$ cat config.mk
export PLATFORM = sky130hd
export DESIGN_NAME = target_list_reader_flat
export DESIGN_NICKNAME = d
export VERILOG_FILES = /design/src/rtl/target_list_reader_if.sv /design/src/rtl/target_list_reader.sv /design/src/flat_wrapper.sv
export SDC_FILE = /design/constraint.sdc
export NUM_CORES = 2
export LEC_CHECK = 0
export BUFFER_PORTS_ARGS = -buffer_cell sky130_fd_sc_hd__buf_2
export CORE_MARGIN = 2
export CORE_UTILIZATION = 44
export CTS_CLUSTER_DIAMETER = 50
export CTS_CLUSTER_SIZE = 14
export DETAILED_ROUTE_END_ITERATION = 8
export HOLD_SLACK_MARGIN = 0.1
export PLACE_DENSITY = 0.64
export SLEW_MARGIN = 10
export SYNTH_ARGS = -nofsm -noshare
export SYNTH_HDL_FRONTEND = slang
export SYNTH_SLANG_ARGS = --single-unit
$ cat constraint.sdc
create_clock -name clk -period 3.4 [get_ports clk]
set_input_delay 0.34 -clock clk [delete_from_list [all_inputs] [get_ports clk]]
set_output_delay 0.34 -clock clk [all_outputs]
set_load 0.1 [all_outputs]
$ cat src/rtl/target_list_reader_if.sv
// target_list_reader_if: valid/ready stream of qualifying target boxes
interface target_list_reader_if;
    logic        box_valid;
    logic        box_ready;
    logic [39:0] box_data;
    logic [3:0]  box_index;
    logic        box_last;
    modport master (output box_valid, box_data, box_index, box_last, input box_ready);
    modport slave  (input box_valid, box_data, box_index, box_last, output box_ready);
endinterface

$ cat src/rtl/target_list_reader.sv
// target_list_reader: frame-end snapshot, size filter and streaming readout of the target list
module target_list_reader #(
    parameter int N_TGT = 16
) (
    input  logic                  clk,
    input  logic                  rst_n,
    input  logic                  frame_vsync_i,
    input  logic [41*N_TGT-1:0]   target_pos_in_i,
    input  logic                  enable_i,
    input  logic [9:0]            min_w_i,
    input  logic [9:0]            min_h_i,
    target_list_reader_if.master  box_o,
    output logic [4:0]            frame_box_cnt_o,
    output logic                  done_o,
    output logic                  busy_o,
    output logic                  overrun_o
);
    typedef enum logic [2:0] {IDLE, MASK, SCAN, EMIT, DONE} state_t;
    state_t            state_q, state_d;
    logic              vsync_q, rise, snap, load, fire, end_idx, last_d;
    logic [40:0]       shadow_q [N_TGT];
    logic [N_TGT-1:0]  mask_q, mask_d;
    logic [3:0]        idx_q, idx_d, index_q;
    logic [4:0]        cnt_q, cnt_d, frame_cnt_q;
    logic [39:0]       data_q;
    logic              last_q, overrun_q;

    // Widths are taken in 11 bits so a full-frame box (1024 px) still compares correctly
    function automatic logic qualify(input logic [40:0] e, input logic [9:0] mw, input logic [9:0] mh);
        logic [10:0] w, h;
        w = {1'b0, e[29:20]} - {1'b0, e[9:0]} + 11'd1;
        h = {1'b0, e[39:30]} - {1'b0, e[19:10]} + 11'd1;
        return e[40] && (e[29:20] >= e[9:0]) && (e[39:30] >= e[19:10]) &&
               (w >= {1'b0, mw}) && (h >= {1'b0, mh});
    endfunction

    assign rise    = frame_vsync_i & ~vsync_q;
    assign snap    = (state_q == IDLE) && rise && enable_i;
    assign load    = (state_q == SCAN) && mask_q[idx_q];
    assign fire    = (state_q == EMIT) && box_o.box_ready;
    assign end_idx = idx_q == 4'(N_TGT - 1);
    assign last_d  = ~|(mask_q >> ({1'b0, idx_q} + 5'd1));

    // Qualify mask over the frozen snapshot
    always_comb begin
        mask_d = '0;
        for (int i = 0; i < N_TGT; i++) mask_d[i] = qualify(shadow_q[i], min_w_i, min_h_i);
    end

    // Next-state: walk the mask one entry per cycle, park in EMIT until the beat is taken
    always_comb begin
        state_d = state_q;
        idx_d   = idx_q;
        cnt_d   = cnt_q;
        case (state_q)
            IDLE: if (rise && enable_i) begin
                state_d = MASK;
                idx_d   = '0;
                cnt_d   = '0;
            end
            MASK: state_d = SCAN;
            SCAN: begin
                if (mask_q[idx_q]) state_d = EMIT;
                else if (end_idx) state_d = DONE;
                else idx_d = idx_q + 4'd1;
            end
            EMIT: if (box_o.box_ready) begin
                cnt_d = cnt_q + 5'd1;
                if (end_idx || last_q) state_d = DONE;
                else begin
                    idx_d   = idx_q + 4'd1;
                    state_d = SCAN;
                end
            end
            DONE: state_d = IDLE;
            default: state_d = IDLE;
        endcase
    end

    // Control state, counters, vsync edge detector and overrun pulse
    always_ff @(posedge clk or negedge rst_n) begin
        if (!rst_n) begin
            state_q     <= IDLE;
            idx_q       <= '0;
            cnt_q       <= '0;
            frame_cnt_q <= '0;
            vsync_q     <= 1'b0;
            overrun_q   <= 1'b0;
        end else begin
            state_q     <= state_d;
            idx_q       <= idx_d;
            cnt_q       <= cnt_d;
            frame_cnt_q <= (state_d == DONE) ? cnt_d : frame_cnt_q;
            vsync_q     <= frame_vsync_i;
            overrun_q   <= rise && (state_q != IDLE);
        end
    end

    // Snapshot of the live list, taken only when a readout is armed from IDLE
    always_ff @(posedge clk or negedge rst_n) begin
        if (!rst_n) begin
            for (int i = 0; i < N_TGT; i++) shadow_q[i] <= '0;
        end else if (snap) begin
            for (int i = 0; i < N_TGT; i++) shadow_q[i] <= target_pos_in_i[i*41 +: 41];
        end
    end

    // Mask is latched once per readout
    always_ff @(posedge clk or negedge rst_n) begin
        if (!rst_n) mask_q <= '0;
        else if (state_q == MASK) mask_q <= mask_d;
    end

    // Beat payload, loaded when SCAN finds a qualifying entry and held through EMIT
    always_ff @(posedge clk or negedge rst_n) begin
        if (!rst_n) begin
            data_q  <= '0;
            index_q <= '0;
            last_q  <= 1'b0;
        end else if (load) begin
            data_q  <= shadow_q[idx_q][39:0];
            index_q <= idx_q;
            last_q  <= last_d;
        end
    end

    assign box_o.box_valid = state_q == EMIT;
    assign box_o.box_data  = data_q;
    assign box_o.box_index = index_q;
    assign box_o.box_last  = last_q;
    assign frame_box_cnt_o = frame_cnt_q;
    assign done_o          = state_q == DONE;
    assign busy_o          = state_q != IDLE;
    assign overrun_o       = overrun_q;
    logic unused_fire;
    assign unused_fire = fire;
endmodule

$ cat src/flat_wrapper.sv
// flat-port wrapper written by rule: the top's interface ports become plain ports
module target_list_reader_flat 
#(
    parameter int N_TGT = 16
)
  (clk, rst_n, frame_vsync_i, target_pos_in_i, enable_i, min_w_i, min_h_i, frame_box_cnt_o, done_o, busy_o, overrun_o, box_o_box_valid, box_o_box_data, box_o_box_index, box_o_box_last, box_o_box_ready);
  target_list_reader_if box_o_i ();
  input  logic clk;
  input  logic rst_n;
  input  logic frame_vsync_i;
  input  logic [41*N_TGT-1:0] target_pos_in_i;
  input  logic enable_i;
  input  logic [9:0] min_w_i;
  input  logic [9:0] min_h_i;
  output logic [4:0] frame_box_cnt_o;
  output logic done_o;
  output logic busy_o;
  output logic overrun_o;
  output wire logic [$bits(box_o_i.box_valid)-1:0] box_o_box_valid;
  output wire logic [$bits(box_o_i.box_data)-1:0] box_o_box_data;
  output wire logic [$bits(box_o_i.box_index)-1:0] box_o_box_index;
  output wire logic [$bits(box_o_i.box_last)-1:0] box_o_box_last;
  input wire logic [$bits(box_o_i.box_ready)-1:0] box_o_box_ready;
  assign box_o_box_valid = box_o_i.box_valid;
  assign box_o_box_data = box_o_i.box_data;
  assign box_o_box_index = box_o_i.box_index;
  assign box_o_box_last = box_o_i.box_last;
  assign box_o_i.box_ready = box_o_box_ready;
  target_list_reader #(.N_TGT(N_TGT)) u_core (.clk(clk), .rst_n(rst_n), .frame_vsync_i(frame_vsync_i), .target_pos_in_i(target_pos_in_i), .enable_i(enable_i), .min_w_i(min_w_i), .min_h_i(min_h_i), .box_o(box_o_i), .frame_box_cnt_o(frame_box_cnt_o), .done_o(done_o), .busy_o(busy_o), .overrun_o(overrun_o));
endmodule
## Word level (Yosys, flattened, before mapping)

Cells that the tools add are included.

- $add $sub $neg: 67
- Order comparisons: 66
- Equality and inequality tests: 11
- Shift operators: 1
- Muxes and demuxes: 20
- Bitwise gates (word level): 3
- Reduce and logical (&&, ||, !) cells: 76

Operators by type and width:

| operator | number |
|---|---|
| $add A11 B1 Y11 const B | 32 |
| $ge A11 B10 Y1 | 32 |
| $sub A10 B10 Y11 | 32 |
| $ge A10 B10 Y1 | 32 |
| $bmux W41 S4 | 1 |
| $mux W40 | 2 |
| $logic_and A1 B1 Y1 | 69 |
| $mux W4 | 5 |
| $reduce_or A16 Y1 | 1 |
| $shr A16 B5 Y16 | 1 |
| $mux W3 | 5 |
| $pmux W3 S4 | 1 |
| $pmux W4 S3 | 1 |
| $mux W5 | 2 |
| $pmux W5 S2 | 1 |
| $ne A2 B2 Y1 const B | 4 |
| $eq A3 B2 Y1 const B | 2 |
| $eq A3 B3 Y1 const B | 2 |
| $reduce_and A6 Y1 | 1 |
| $reduce_bool A3 Y1 | 2 |
| $add A4 B1 Y5 const B | 1 |
| $add A5 B1 Y5 const B | 1 |
| $ge A5 B5 Y1 const B | 1 |
| $lt A4 B5 Y1 const B | 1 |
| 12 further kinds | 12 |

- Register bits: 736
- Bits of input ports: 681
- Output and inout bits: 54
- Logic and storage cells: 270

## Depth between registers and ports, before layout

- Word-level depth: 6
- Depth in mapped cells: 19
- Gate-level depth less buffers: 19

## Worst setup path after synthesis

No wires, ideal clock.

- Path kind: reg2reg
- Start: register u_core.shadow_q[422] (netlist bit)
- End: register u_core.mask_q[5]
- Library setup time: 140 ps
- Arrival time: 3237 ps
- Data required time: 3260 ps
- Path slack: 24 ps
- Cell stages (with the launch flop): 15
- Buffers on the path: 0
- Period minus slack after synthesis: 3376 ps
- Path through: dfrtp_1 inv_1 ha_1 inv_1 fa_1 o21ai_0 a2111oi_0 nor2_1 xnor2_1 ha_1 or4_1 a21oi_1 a31oi_1 a2111oi_0 a211oi_1

- Longest elaborated chain between the ends: 4
- Elaborated cells on any way between the ends: 7
- Classes of those cells: add/sub (2); order compare (2); reduce/logical (3)

Ends and longest elaborated chain:

| element | RTL line | RTL |
|---|---|---|
| from (decl) | target_list_reader.sv:21 | `logic [40:0] shadow_q [N_TGT];` |
| $sub A10 B10 Y11 or $ge A10 B10 Y1 (tied branches) | target_list_reader.sv:32, target_list_reader.sv:33 |  |
| $add A11 B1 Y11 or $logic_and A1 B1 Y1 (tied branches) | target_list_reader.sv:32, target_list_reader.sv:33 |  |
| $ge A11 B10 Y1 or $logic_and A1 B1 Y1 (tied branches) | target_list_reader.sv:34, target_list_reader.sv:33 |  |
| $logic_and A1 B1 Y1 (*) | target_list_reader.sv:34 | `(w >= {1'b0, mw}) && (h >= {1'b0, mh});` |
| to (signal assigned) | target_list_reader.sv:111 | `else if (state_q == MASK) mask_q <= mask_d;` |
| to (decl) | target_list_reader.sv:22 | `logic [N_TGT-1:0] mask_q, mask_d;` |

Every way passes the cells marked *; elsewhere a longest branch is shown, timed or not.
A chain may end at the register's enable or synchronous reset.

## Worst setup path after layout

- Start: register u_core.shadow_q[411] (netlist bit)
- End: register u_core.mask_q[5]

- Longest elaborated chain between the ends: 5
- Elaborated cells on any way between the ends: 8
- Classes of those cells: add/sub (2); order compare (2); reduce/logical (4)

Ends and longest elaborated chain:

| element | RTL line | RTL |
|---|---|---|
| $sub A10 B10 Y11 or $ge A10 B10 Y1 (tied branches) | target_list_reader.sv:31, target_list_reader.sv:33 |  |
| $add A11 B1 Y11 or $logic_and A1 B1 Y1 (tied branches) | target_list_reader.sv:31, target_list_reader.sv:33 |  |
| $ge A11 B10 Y1 or $logic_and A1 B1 Y1 (tied branches) | target_list_reader.sv:34, target_list_reader.sv:33 |  |
| $logic_and A1 B1 Y1 (*) | target_list_reader.sv:33 | `return e[40] && (e[29:20] >= e[9:0]) && (e[39:30] >= e[19:10]) &&` |
| $logic_and A1 B1 Y1 (*) | target_list_reader.sv:34 |  |

Marks and branches as above.

==> flow_summary.toml <==
[status]
outcome = "finished with violations"
violations = "setup timing"

[clock_network]
h-tree-depth = 3
clk_path_buf_depth = 3
clk_latency_ns = 0.78
cts_buffers = 114
clock-sinks = 736
clk_pin_slew_ns = 0.06
cts_root_buf = "clkbuf_16"
cts_tree = "yes"

[synthesis]
yosysTopAreaCell = "dfrtp_1"
syn-instance-count = 6487
ys_warn_count = 0
yosysMostFrequentCell = "nand2_1"
avgSynthCellArea_um2 = 9.31
async_flop_share = 1.00
synth_seq_cells = 736
synth_nets = 8322
yosys_most_used_dff = "dfrtp_1"
yosys.area.top_type_share = 0.305
synthDistinctLibCells = 73
synthesis.area_um2 = 60400
synth_edf_count = 0
synth.top_cells.by_count = "nand2_1 (1104), ha_1 (994), inv_1 (922), dfrtp_1 (736), o21ai_0 (638)"
ys_seq_area_frac = 0.305
synth.area.top_cells = "dfrtp_1 (31%), ha_1 (21%), mux4_2 (7.6%)"

[timing]
slew_viol_final = 0
final.period_utilization = 1.03
worst_slack_ns = -0.0988
holdWs_ns = 0.233
clock_skew_ns = 0.0354
worst_slew_pin_slew_ns = 1.11
fin_setup_tns_ns = -0.138
slew_headroom = 0.256
period_needed_ns = 3.50
timing.fmax_ghz = 0.286
setup_viol = 2
grt_setup_unrepaired = "true"
hold_viol_final = 0

[finish]
drive_gt1_frac = 0.225
nNetsFinal = 10000
final_util = 0.595
nFillCells = 11300
area_delta_synth_final_pct = 33.9

[floorplanning]
num_rows = 135
start_util = 0.444
fp.dieW_um = 374
die_h_um = 374
io-pin-count = 735
core_um2 = 136000
die_area_um2 = 140000

[global_routing]
grt_usage = 0.369
grt_pass1_vias = 57600
grt_max_degree = 203
globalRouteOverflowTotal = 0
grt_pass1_wl_um = 376000
antenna_found_initial = 41

[setup_path]
path_class = "reg -> reg"
critPathMaxFanout = 2
r2r_setup_slack_ns = -0.1
crit_arrival_ns = 4.12
worst_r2r_path_depth = 18
crit_path_end_kind = "flop"
reg2reg_to = "u_core.mask_q[5]"
rr_startpoint = "u_core.shadow_q[411]"
cp.required_ns = 4.02
start_kind = "flop"

[drt]
vias = 56800
ant_nets = 0
initialDrtViolationCount = 5085
wl_um = 264000
wl_per_cell_um = 26.1
first_pass_iters = 6
avgViaCountPerCell = 5.64
drc = 0

[flow_run]
maxCapViolations = 0

[placed_design]
io_buffer_count = 734
gp_congestion = 1.02
hpwl_um = 206000
post-place-ws_ns = -0.354

[hold_path]
hold_path_class = "in -> async"
timing repair:
item,4_1_cts,5_1_grt
gates resized for setup,66,290
buffers inserted,6,50
hold endpoints to repair,757,0
setup endpoints to repair,14,16
hold buffers,659,0
pin swaps,44,207
worst max-delay path, stage by stage, from the launching register on:
cell      delay (ns)
dfrtp_1         0.34
inv_1           0.07
ha_1            0.31
inv_1           0.06
ha_1            0.18
inv_1           0.06
fa_1            0.38
o21bai_1        0.16
a21oi_1         0.12
o21bai_1        0.20
a21oi_2         0.10
xor2_1          0.15
ha_1            0.27
o21a_1          0.18
o21ai_0         0.16
nor2_1          0.08
a221oi_1        0.27
buf_4           0.19
a211oi_2        0.07
sequential cells by signal (all words and copies together), names as in the netlist:
register / cells
u_core.box_o.box_last: 1
u_core.idx_q: 4
u_core.vsync_q: 1
u_core.box_o.box_index: 4
u_core.cnt_q: 5
u_core.frame_box_cnt_o: 5
u_core.state_q: 3
u_core.mask_q: 16
u_core.overrun_o: 1
u_core.box_o.box_data: 40
u_core.shadow_q: 656
placed cells by master, fill, tap and decap left out, types with 21 or more instances in the layout:
master,Yosys,routed
inv_2,1,36
xnor2_1,130,128
inv_6,0,22
a21oi_1,291,213
o21bai_1,95,86
nor2b_1,26,26
a21oi_2,1,75
nand2_1,1104,1104
ha_1,994,946
inv_1,922,883
ha_4,0,27
buf_4,3,343
nand4_1,22,22
nand2b_1,66,66
ha_2,0,21
buf_12,0,36
nor2_1,239,235
o21ai_0,638,612
buf_2,24,733
fa_1,160,129
clkbuf_16,0,116
dlygate4sd3_1,0,659
dfrtp_1,736,729
o21a_1,21,21
fa_2,0,31
a21o_1,77,77
mux2_2,41,41
a31oi_1,67,64
nand3_1,35,33
diode_2,0,29
nor3_1,40,36
xor2_1,115,115
mux4_2,205,205
through the flow:
stage               instances  area, um2
CTS                     10000      79300
global placement         9123      68400
floorplan                6487      60400
global route            10100      80800
finish                  10100      80800
detailed placement       9123      68400
cells by family (layout without fill, tap and decap cells):
family	count (synthesis)	after routing	share of synthesized area
buffers and inverters	1128	2914	0.0713
other	0	29	0
multiplexers	261	261	0.0868
flip-flops	736	736	0.305
adder cells (fa/ha/maj)	1154	1154	0.259
AO/OA/AOI/OAI	1374	1374	0.134
XOR/XNOR	245	245	0.0355
AND/OR/NAND/NOR	1589	1589	0.108
how the worst max path moves through the flow:
stage / endpoint / start / cells past startpoint
after detailed placement: u_core.mask_q[5] / u_core.shadow_q[441] / 16
after global routing: u_core.mask_q[14] / u_core.shadow_q[53] / 16
after global placement: u_core.mask_q[5] / u_core.shadow_q[422] / 15
after CTS: u_core.mask_q[8] / u_core.shadow_q[299] / 15
after floorplan: u_core.mask_q[5] / u_core.shadow_q[422] / 14
final: u_core.mask_q[5] / u_core.shadow_q[411] / 18
metal layers:
layer  up-vias  track usage  part of all wire
met5         -            0           0.00057
met4        22        0.242             0.081
met3       841       0.0828             0.090
met2      2841        0.576              0.44
met1     27700        0.460              0.38
li1      25500            -                 -
cell type report:
cell class / instances / area (um2) / area share
antenna: 29 / 72.6 / 0.000898
clock buffer: 126 / 2960 / 0.0366
clock inverter: 91 / 1110 / 0.0137
inverter: 924 / 3480 / 0.0430
multi-input combinational: 4623 / 39000 / 0.482
sequential: 736 / 18400 / 0.228
tap: 1781 / 2230 / 0.0276
timing repair buffer: 1773 / 13600 / 0.168
Power is left out: the tool's default activity adds up to more than one toggle a clock period on the data nets, which glitch-free logic cannot reach.
